File: config.mk
export PLATFORM = sky130hd
export DESIGN_NAME = load_sequencer
export DESIGN_NICKNAME = d
export VERILOG_FILES = /design/src/rtl/load_sequencer.sv
export SDC_FILE = /design/constraint.sdc
export NUM_CORES = 1
export LEC_CHECK = 0
export CELL_PAD_IN_SITES_DETAIL_PLACEMENT = 0
export CELL_PAD_IN_SITES_GLOBAL_PLACEMENT = 1
export CORE_ASPECT_RATIO = 0.8
export CORE_MARGIN = 10
export CORE_UTILIZATION = 34
export DETAILED_ROUTE_END_ITERATION = 8
export GPL_TIMING_DRIVEN = 0
export PLACE_DENSITY = 0.77
export SLEW_MARGIN = 20
export SYNTH_ARGS = -nofsm -noshare
export SYNTH_HDL_FRONTEND = slang
export SYNTH_SLANG_ARGS = --single-unit
File: constraint.sdc
create_clock -name clk -period 3.6 [get_ports clk]
set_clock_uncertainty 0.1 [all_clocks]
set_input_delay 0.36 -clock clk [delete_from_list [all_inputs] [get_ports clk]]
set_output_delay 0.36 -clock clk [all_outputs]
set_load 0.01 [all_outputs]
File: src/rtl/load_sequencer.sv
// Load sequencer: streams host image and weight writes into the NPU RAMs, then launches inference.
// Optional feature: define LOAD_CHECKSUM_EN to add the load_sum running byte checksum output.
module load_sequencer #(
    parameter int IMG_WORDS = 224,
    parameter int W12_WORDS = 320,
    parameter int W34_WORDS = 9248,
    parameter int W5_WORDS  = 9248
) (
    input  logic        clk,
    input  logic        reset,
    input  logic [31:0] control_reg,
    input  logic        write,
    input  logic [31:0] writedata,
    input  logic        infer_done,
    output logic        img_we,
    output logic [7:0]  img_addr,
    output logic [31:0] img_wdata,
    output logic        w_we,
    output logic [1:0]  w_sel,
    output logic [13:0] w_addr,
    output logic [7:0]  w_wdata,
    output logic        start_infer,
    output logic        load_done,
    output logic        busy,
    output logic        cmd_err,
`ifdef LOAD_CHECKSUM_EN
    output logic [15:0] load_sum,
`endif
    output logic [2:0]  state
);

    // state  | meaning
    // IDLE   | waiting for a load command
    // LD_IMG | accepting image words
    // LD_W12 | accepting conv 1/2 weight bytes
    // LD_W34 | accepting conv 3/4 weight bytes
    // LD_W5  | accepting conv 5 weight bytes
    // READY  | everything loaded, waiting for infer command
    // INFER  | inference running, waiting for infer_done
    typedef enum logic [2:0] {
        S_IDLE   = 3'd0,
        S_LD_IMG = 3'd1,
        S_LD_W12 = 3'd2,
        S_LD_W34 = 3'd3,
        S_LD_W5  = 3'd4,
        S_READY  = 3'd5,
        S_INFER  = 3'd6
    } state_t;

    localparam logic [1:0] MODE_IDLE  = 2'd0;
    localparam logic [1:0] MODE_LOAD  = 2'd1;
    localparam logic [1:0] MODE_INFER = 2'd2;
    localparam logic [1:0] MODE_RSVD  = 2'd3;

    localparam logic [13:0] IMG_LAST = 14'(IMG_WORDS - 1);
    localparam logic [13:0] W12_LAST = 14'(W12_WORDS - 1);
    localparam logic [13:0] W34_LAST = 14'(W34_WORDS - 1);
    localparam logic [13:0] W5_LAST  = 14'(W5_WORDS - 1);

    state_t      state_q, state_d;
    logic [13:0] cnt_q, cnt_d;
    logic        img_we_q, img_we_d;
    logic [7:0]  img_addr_q, img_addr_d;
    logic [31:0] img_wdata_q, img_wdata_d;
    logic        w_we_q, w_we_d;
    logic [1:0]  w_sel_q, w_sel_d;
    logic [13:0] w_addr_q, w_addr_d;
    logic [7:0]  w_wdata_q, w_wdata_d;
    logic        start_q, start_d;
    logic        load_done_q, load_done_d;
    logic        cmd_err_q, cmd_err_d;

    logic [1:0]  mode;
    logic        unused_ctrl;
    logic        in_load;
    logic        start_load;
    logic        accept;
    logic        cmd_fault;
    logic [13:0] phase_last;
    state_t      phase_next;
    logic [1:0]  phase_sel;

    assign mode        = control_reg[1:0];
    assign unused_ctrl = ^control_reg[31:2];

    always_comb begin
        in_load    = 1'b0;
        phase_last = '0;
        phase_next = S_IDLE;
        phase_sel  = 2'd0;
        case (state_q)
            S_LD_IMG: begin
                in_load    = 1'b1;
                phase_last = IMG_LAST;
                phase_next = S_LD_W12;
            end
            S_LD_W12: begin
                in_load    = 1'b1;
                phase_last = W12_LAST;
                phase_next = S_LD_W34;
                phase_sel  = 2'd0;
            end
            S_LD_W34: begin
                in_load    = 1'b1;
                phase_last = W34_LAST;
                phase_next = S_LD_W5;
                phase_sel  = 2'd1;
            end
            S_LD_W5: begin
                in_load    = 1'b1;
                phase_last = W5_LAST;
                phase_next = S_READY;
                phase_sel  = 2'd2;
            end
            default: begin
                in_load    = 1'b0;
                phase_last = '0;
                phase_next = S_IDLE;
                phase_sel  = 2'd0;
            end
        endcase
    end

    assign start_load = (state_q == S_IDLE) && (mode == MODE_LOAD);
    assign accept     = in_load && (mode != MODE_IDLE) && write;

    // Writes are only legal while a load phase is open; infer is only legal once loaded.
    assign cmd_fault = (mode == MODE_RSVD)
                    || ((mode == MODE_INFER) && (state_q != S_READY) && (state_q != S_INFER))
                    || (write && !in_load);

    always_comb begin
        state_d     = state_q;
        cnt_d       = cnt_q;
        img_we_d    = 1'b0;
        img_addr_d  = img_addr_q;
        img_wdata_d = img_wdata_q;
        w_we_d      = 1'b0;
        w_sel_d     = w_sel_q;
        w_addr_d    = w_addr_q;
        w_wdata_d   = w_wdata_q;
        start_d     = 1'b0;
        load_done_d = load_done_q;
        cmd_err_d   = cmd_err_q;

        if (cmd_fault) begin
            cmd_err_d = 1'b1;
        end

        case (state_q)
            S_IDLE: begin
                if (start_load) begin
                    state_d     = S_LD_IMG;
                    cnt_d       = '0;
                    load_done_d = 1'b0;
                    cmd_err_d   = 1'b0;
                end
            end
            S_LD_IMG, S_LD_W12, S_LD_W34, S_LD_W5: begin
                if (mode == MODE_IDLE) begin
                    state_d = S_IDLE;
                    cnt_d   = '0;
                end else if (accept) begin
                    if (state_q == S_LD_IMG) begin
                        img_we_d    = 1'b1;
                        img_addr_d  = cnt_q[7:0];
                        img_wdata_d = writedata;
                    end else begin
                        w_we_d    = 1'b1;
                        w_sel_d   = phase_sel;
                        w_addr_d  = cnt_q;
                        w_wdata_d = writedata[7:0];
                    end
                    if (cnt_q == phase_last) begin
                        cnt_d   = '0;
                        state_d = phase_next;
                        if (phase_next == S_READY) begin
                            load_done_d = 1'b1;
                        end
                    end else begin
                        cnt_d = cnt_q + 14'd1;
                    end
                end
            end
            S_READY: begin
                if (mode == MODE_INFER) begin
                    start_d = 1'b1;
                    state_d = S_INFER;
                end
            end
            S_INFER: begin
                if (infer_done) begin
                    state_d = S_IDLE;
                end
            end
            default: begin
                state_d = S_IDLE;
                cnt_d   = '0;
            end
        endcase
    end

    always_ff @(posedge clk or posedge reset) begin
        if (reset) begin
            state_q     <= S_IDLE;
            cnt_q       <= '0;
            img_we_q    <= 1'b0;
            img_addr_q  <= '0;
            img_wdata_q <= '0;
            w_we_q      <= 1'b0;
            w_sel_q     <= '0;
            w_addr_q    <= '0;
            w_wdata_q   <= '0;
            start_q     <= 1'b0;
            load_done_q <= 1'b0;
            cmd_err_q   <= 1'b0;
        end else begin
            state_q     <= state_d;
            cnt_q       <= cnt_d;
            img_we_q    <= img_we_d;
            img_addr_q  <= img_addr_d;
            img_wdata_q <= img_wdata_d;
            w_we_q      <= w_we_d;
            w_sel_q     <= w_sel_d;
            w_addr_q    <= w_addr_d;
            w_wdata_q   <= w_wdata_d;
            start_q     <= start_d;
            load_done_q <= load_done_d;
            cmd_err_q   <= cmd_err_d;
        end
    end

`ifdef LOAD_CHECKSUM_EN
    logic [15:0] sum_q, sum_d;
    logic [15:0] entry_sum;

    // Image words contribute all four pixel bytes, weight entries only the low byte.
    always_comb begin
        if (state_q == S_LD_IMG) begin
            entry_sum = 16'(writedata[31:24]) + 16'(writedata[23:16])
                      + 16'(writedata[15:8])  + 16'(writedata[7:0]);
        end else begin
            entry_sum = {8'd0, writedata[7:0]};
        end
    end

    always_comb begin
        sum_d = sum_q;
        if (start_load) begin
            sum_d = '0;
        end else if (accept) begin
            sum_d = sum_q + entry_sum;
        end
    end

    always_ff @(posedge clk or posedge reset) begin
        if (reset) begin
            sum_q <= '0;
        end else begin
            sum_q <= sum_d;
        end
    end

    assign load_sum = sum_q;
`endif

    assign img_we      = img_we_q;
    assign img_addr    = img_addr_q;
    assign img_wdata   = img_wdata_q;
    assign w_we        = w_we_q;
    assign w_sel       = w_sel_q;
    assign w_addr      = w_addr_q;
    assign w_wdata     = w_wdata_q;
    assign start_infer = start_q;
    assign load_done   = load_done_q;
    assign busy        = in_load || (state_q == S_INFER);
    assign cmd_err     = cmd_err_q;
    assign state       = state_q;

endmodule
Word-level counts from Yosys, hierarchy flattened
Index checks and enable logic that the tools add are counted.
- bits in writable memories: 0
- memory bits (read-only): 0
- logic and storage cells: 95
- memories: 0
- bits in registers: 86
- latch bits: 0
- output and inout port bits: 73
- input bits: 68
- reduce and logical (&&, ||, !) cells: 22
- add/subtract/negate cells: 1
- bitwise logic cells: 3
- muxes and demuxes: 35
- divide/modulo/power cells: 0
- equality and inequality tests: 22
- shift-type cells: 0
- multiply operators: 0
- $lt $le $gt $ge: 0
- operator list (cell ; number):
    case mux 14 bit (3 select lines) ; 2
    two-way mux 14 bit ; 4
    case mux 3 bit (4 select lines) ; 2
    two-way mux 1 bit ; 19
    two-way mux 3 bit ; 6
    adder 14 x 1 -> 14 bit, second input constant ; 1
    equality test 14 bit ; 1
    equality test 3 bit, second input constant ; 4
    != test 2 bit, second input constant ; 4
    AND reduction 4 bit ; 2
    equality test 3 x 2 -> 1 bit, second input constant ; 2
    logical AND 1 bit ; 6
    != test 2 x 1 -> 1 bit, second input constant ; 3
    != test 3 x 1 -> 1 bit, second input constant ; 2
    != test 3 bit, second input constant ; 2
    AND reduction 6 bit ; 1
    AND reduction 5 bit ; 1
    equality test 2 bit, second input constant ; 2
    case mux 2 bit (2 select lines) ; 1
    nonzero test 2 bit ; 2
    OR reduction 2 bit ; 2
    OR reduction 4 bit ; 1
    equality test 3 x 1 -> 1 bit, second input constant ; 1
    zero test 3 bit ; 1
    7 further kinds ; 11

Longest topological paths before layout
- depth after elaboration: 9
- mapped depth: 8
- depth with buffers taken out: 7

Worst setup path before layout
Ideal clock, no wire load.
- kind: register to register
- start point: register state_q[2], in the netlist state[2]
- end point: register w_addr_q[0], in the netlist w_addr[0]
- path buffers: 2
- setup slack: 1.546 ns
- data arrival time: 1.830 ns
- data required time: 3.375 ns
- cell stages (with the launch flop): 6
- period minus slack after synthesis: 2.054 ns
- setup time: 0.125 ns
- cell sequence: dfrtp_1 -> buf_4 -> or3b_1 -> a21oi_1 -> buf_4 -> mux2_2
- longest elaborated chain between the ends: 6
- elaborated cells on any way between the ends: 10
- those cells by class: eq/ne: 4; mux: 1; bitwise: 1; reduce/logical: 4
- ends and longest elaborated chain (item ; RTL line ; RTL):
    start: declaration ; 60 ; state_t state_q, state_d;
    start signal: assignment ; 218 ; state_q <= state_d;
    equality test 3 x 1 -> 1 bit (tied with other cells) ; 91, 150, 164 ;
    OR reduction 4 bit (no line) ; - ;
    two-way mux 1 bit ; 91 ; case (state_q)
    logical AND 1 bit (2 in series) ; 125 ; assign accept = in_load && (mode != MODE_IDLE) && write;
    AND reduction 4 bit (no line) * ; - ;
    end signal: assignment ; 225 ; w_addr_q <= w_addr_d;
    end: declaration ; 67 ; logic [13:0] w_addr_q, w_addr_d;
Every way passes the cells marked *; elsewhere a longest branch is shown, timed or not.
A chain may end at the register's enable or synchronous reset.

Worst setup path after layout
- start point: register state_q[2], in the netlist state[2]
- end point: register w_addr_q[2], in the netlist w_addr[2]
Same word-level chain as after synthesis.

==> results.txt <==
The critical path is of the reg -> reg type. The top flip-flop cell by instance count after synthesis was dfrtp_1. Pin placement for this block handled 141 I/O pins. For this run, the register share of the synthesized area comes to 56.97%. The total clock buffers created by CTS came out at 9. The run gives 3.72 ns as the required arrival time at the worst endpoint.

Static timing analysis puts the maximum clock frequency at 417.9 MHz. TritonCTS built the clock tree. The run gives 0 as the final count of hold timing violations. The layout net count was 493. The via count of the first global-routing pass is 2939.

In the synthesized netlist, the cells that appear most often are 86 x dfrtp_1, 63 x mux2_2, 22 x nor2_1, 17 x nand2_1. The clock passes through at most 2 buffers. Kind of path behind the tightest hold check: in -> async. For the final setup violation count, the log shows 0.

For the clock latency at the later pin of the worst-skew pair, the log shows 0.34 ns. The number of clock sinks was 86; the first-pass GRT wire length was 15600 µm. For the final worst setup slack, the log shows 1.207 ns.

The routed wire length was 9641 µm. The flow ran to the end, and the final reports show no timing, DRC or antenna violations. In the global route stage, overall resource usage came out at 12.49%. The share of synthesized area in the top cell type comes to 56.97%.

The initialized floorplan defines 34 standard-cell rows. The area growth from synthesis to layout is 43.33%. In this run the standard cell core region covers 10850 µm².

For this design the static power due to leakage is 2.315 nW. In the final layout, the share of cells above drive strength 1 is 23.31%. Synthesis handed over a netlist of 302 instances.

The H-tree generated during clock tree synthesis spans 3 levels. The total overflow left after global routing is 0. In this run the post-CTS setup repair buffer count came out at 0. Before antenna repair, the detailed router went through 4 iterations. The global-route track usage on met3 was 4.474%; the met2 track demand over resource in global routing was 19.13%. The clock period minus worst slack was 2.393 ns; the width of the die was 137.8 µm. For this run, the number of Yosys warnings is 0. The areal power density over the cells was 793.2 nW/µm²; the pin count of the biggest net entering global routing was 59. Once layout is complete, the utilization of the core stands at 49.91%. The cell with the most instances after synthesis is dfrtp_1. Largest area contributor in the netlist: dfrtp_1.

In the global route stage, met1 resource usage came out at 15.94%. The count of port buffers added during placement was 110. In this run, post-CTS repair resized a total of 0 instances. The chip height was 114.3 µm.

Dividing the final minimum period by the clock period gives 66.47%. The kind of cell adding the most delay to the critical path was compound AO/OA/AOI/OAI gates. Max-cap violations in this run came to 0. The tools report the worst setup timing slack at the placement stage as 0.9304 ns. In this run the most used layer during global routing was met2. The largest single stage delay on the critical path is 0.50 ns.

Slowest cell on the critical path: a21oi_1. Along the worst path, the maximum fanout reaches 10. The critical path goes through buf_4, or3b_1, a21oi_1, buf_4, mux2_2.

After detailed routing, the average wire length per cell comes to 16.83 µm. The run gives 0.8600 as the placer's final routability congestion estimate. Counting flops with a built-in enable in the synthesized netlist gives 0.

The count of filler cells inserted in the layout was 962. After clock tree synthesis, the clock-pin slew on the worst setup and hold paths is 0.06 ns. The run gives 0 as the initial antenna violation count. Peak supply drop: 359.3 µV. The net count of the mapped netlist is 371. Yosys mapped the design onto 49 distinct sky130hd cell types. For the number of max-slew violations in the final report, the log shows 0.

In the routed design, unresolved DRC markers number 0. Setup repair after global routing left no endpoint under its margin. Each instance of the synthesized netlist takes up on average 12.51 µm².

The number of nets with antenna violations after detailed routing came out at 0. For the worst setup path, the data arrival time is 2.52 ns. For the floorplan die area, the log shows 15750 µm². The tools report the total power after layout as 4.294 mW.

After clock tree synthesis, the flow added hold-fix buffers numbering 0. Yosys attributes the largest share of cell area to dfrtp_1 57%, mux2_2 19%, nor2_1 2.2%, nand2_1 1.7%, xnor2_1 1.2%. After detailed routing, the number of vias per cell comes to 4.937.

The async set or reset register ratio after synthesis is 100.0%, and the total half-perimeter wirelength after legalization and detailed placement is 7311 µm. 0 antenna diodes ended up in the layout. The tools report the type of element launching the critical path as a flip-flop. The flip-flop and latch count after synthesis is 86, and the headroom to the max-slew limit is 63.13%.

The detailed router finished its first iteration with 142 violations. The number of buffer and inverter instances along the worst setup path is 2. The slew at the pin closest to its max-slew limit is 0.5531 ns.

The initial utilization of the core area, before any placement, comes to 34.82%. The detailed router placed 2829 vias in this run. The tools report the master cell of the clock root buffer as clkbuf_16. Sort of element at the end of the critical path: a flip-flop. For the cell area after synthesis, the log shows 3777 µm². Most prevalent standard cell on the critical path: buf_4.
## metrics by stage
step / hold WS (ns) / instances / TNS [ns] / instance area [µm²]
3_5_place_dp: 0.3945 / 557 / 0 / 5089
3_3_place_gp: 0.3877 / 556 / -38.55 / 5059
4_1_cts: 0.2690 / 573 / 0 / 5414
2_1_floorplan: 0.4006 / 302 / 0 / 3777
6_report: 0.2628 / 573 / 0 / 5414
5_1_grt: 0.2819 / 573 / 0 / 5414
## final timing paths
check	from	endpoint	slack, ns	depth (start not counted)
worst max-delay path	state[2]$_DFFE_PP0P_	w_addr[2]$_DFFE_PP0P_	1.21	5
worst min-delay path	reset	img_addr[3]$_DFFE_PP0P_	0.26	2
min in group clk	img_addr[4]$_DFFE_PP0P_	img_addr[4]$_DFFE_PP0P_	0.40	1
worst max register to register	state[2]$_DFFE_PP0P_	w_addr[2]$_DFFE_PP0P_	1.21	5
max in group asynchronous	reset	w_wdata[0]$_DFFE_PP0P_	2.53	3
worst min register to register	img_addr[4]$_DFFE_PP0P_	img_addr[4]$_DFFE_PP0P_	0.40	1
## cell usage in the layout (no fill, tap or decap), types with 2 or more instances in the layout
master           count
and3_1               5
nor2_1              22
o21a_1               2
clkdlybuf4s50_1    110
clkbuf_16            9
xnor2_1              5
nor3_1               8
clkbuf_1             5
nand3_1              6
o22ai_1              2
nand2b_1             6
inv_1                4
clkinv_4             2
mux2i_1              3
nand4_1              5
bufinv_16            2
buf_2                6
a21oi_1              6
dfrtp_1             86
and4_1               2
mux2_2              63
o21ai_0              8
o21ai_1              2
and2_1               2
or3_1                2
or3b_1               2
o211ai_1             2
xor2_1               4
nand2_1             17
buf_4                4
## worst reg2reg max path, delay by kind of cell (launching register included)
kind | cells | cell delay [ns]
buffers and inverters | 2 | 0.48
multiplexers | 1 | 0.36
AND/OR/NAND/NOR | 1 | 0.43
flip-flops | 1 | 0.41
AO/OA/AOI/OAI | 1 | 0.50
## kinds of logic after synthesis
kind of cell | after synthesis | synth area share [%]
DFF | 86 | 56.97
AOI/OAI and AO/OA | 35 | 6.592
xor gates and xnor gates | 9 | 2.087
buffers and inverters | 19 | 2.484
muxes | 66 | 19.58
and+or+nand+nor | 86 | 11.96
adders and majority gates | 1 | 0.3312
## per-layer routing
| metal | up-vias | wire (µm) |
|---|---|---|
| li1 | 1332 | - |
| met1 | 1400 | 4311 |
| met2 | 84 | 4476 |
| met3 | 13 | 713 |
| met4 | 0 | 141 |
| met5 | - | 0 |
## power by group
part	switching, mW	internal, mW
registers	0.177	1.28
clock network	0.382	0.628
logic	0.812	1.02
total	1.37	2.92
## state kept, by name (all words and copies together), names as in the netlist
| signal | cells |
|---|---|
| img_we | 1 |
| state | 3 |
| img_wdata | 32 |
| w_addr | 14 |
| w_we | 1 |
| cnt_q | 14 |
| start_infer | 1 |
| img_addr | 8 |
| cmd_err | 1 |
| w_wdata | 8 |
| w_sel | 2 |
| load_done | 1 |
## area by class of cell
class / count / area [µm²] / share of cell area [%]
flip-flops and latches: 86 / 2152 / 39.75
multi-input cells: 197 / 1531 / 28.29
repair buffers: 111 / 1129 / 20.85
clock buffers: 11 / 242.7 / 4.483
well taps: 144 / 180.2 / 3.328
clock inverters: 5 / 82.58 / 1.525
plain buffers: 14 / 75.07 / 1.387
inverters: 5 / 21.27 / 0.3929
No activity file was read; power rests on OpenSTA's default activity.
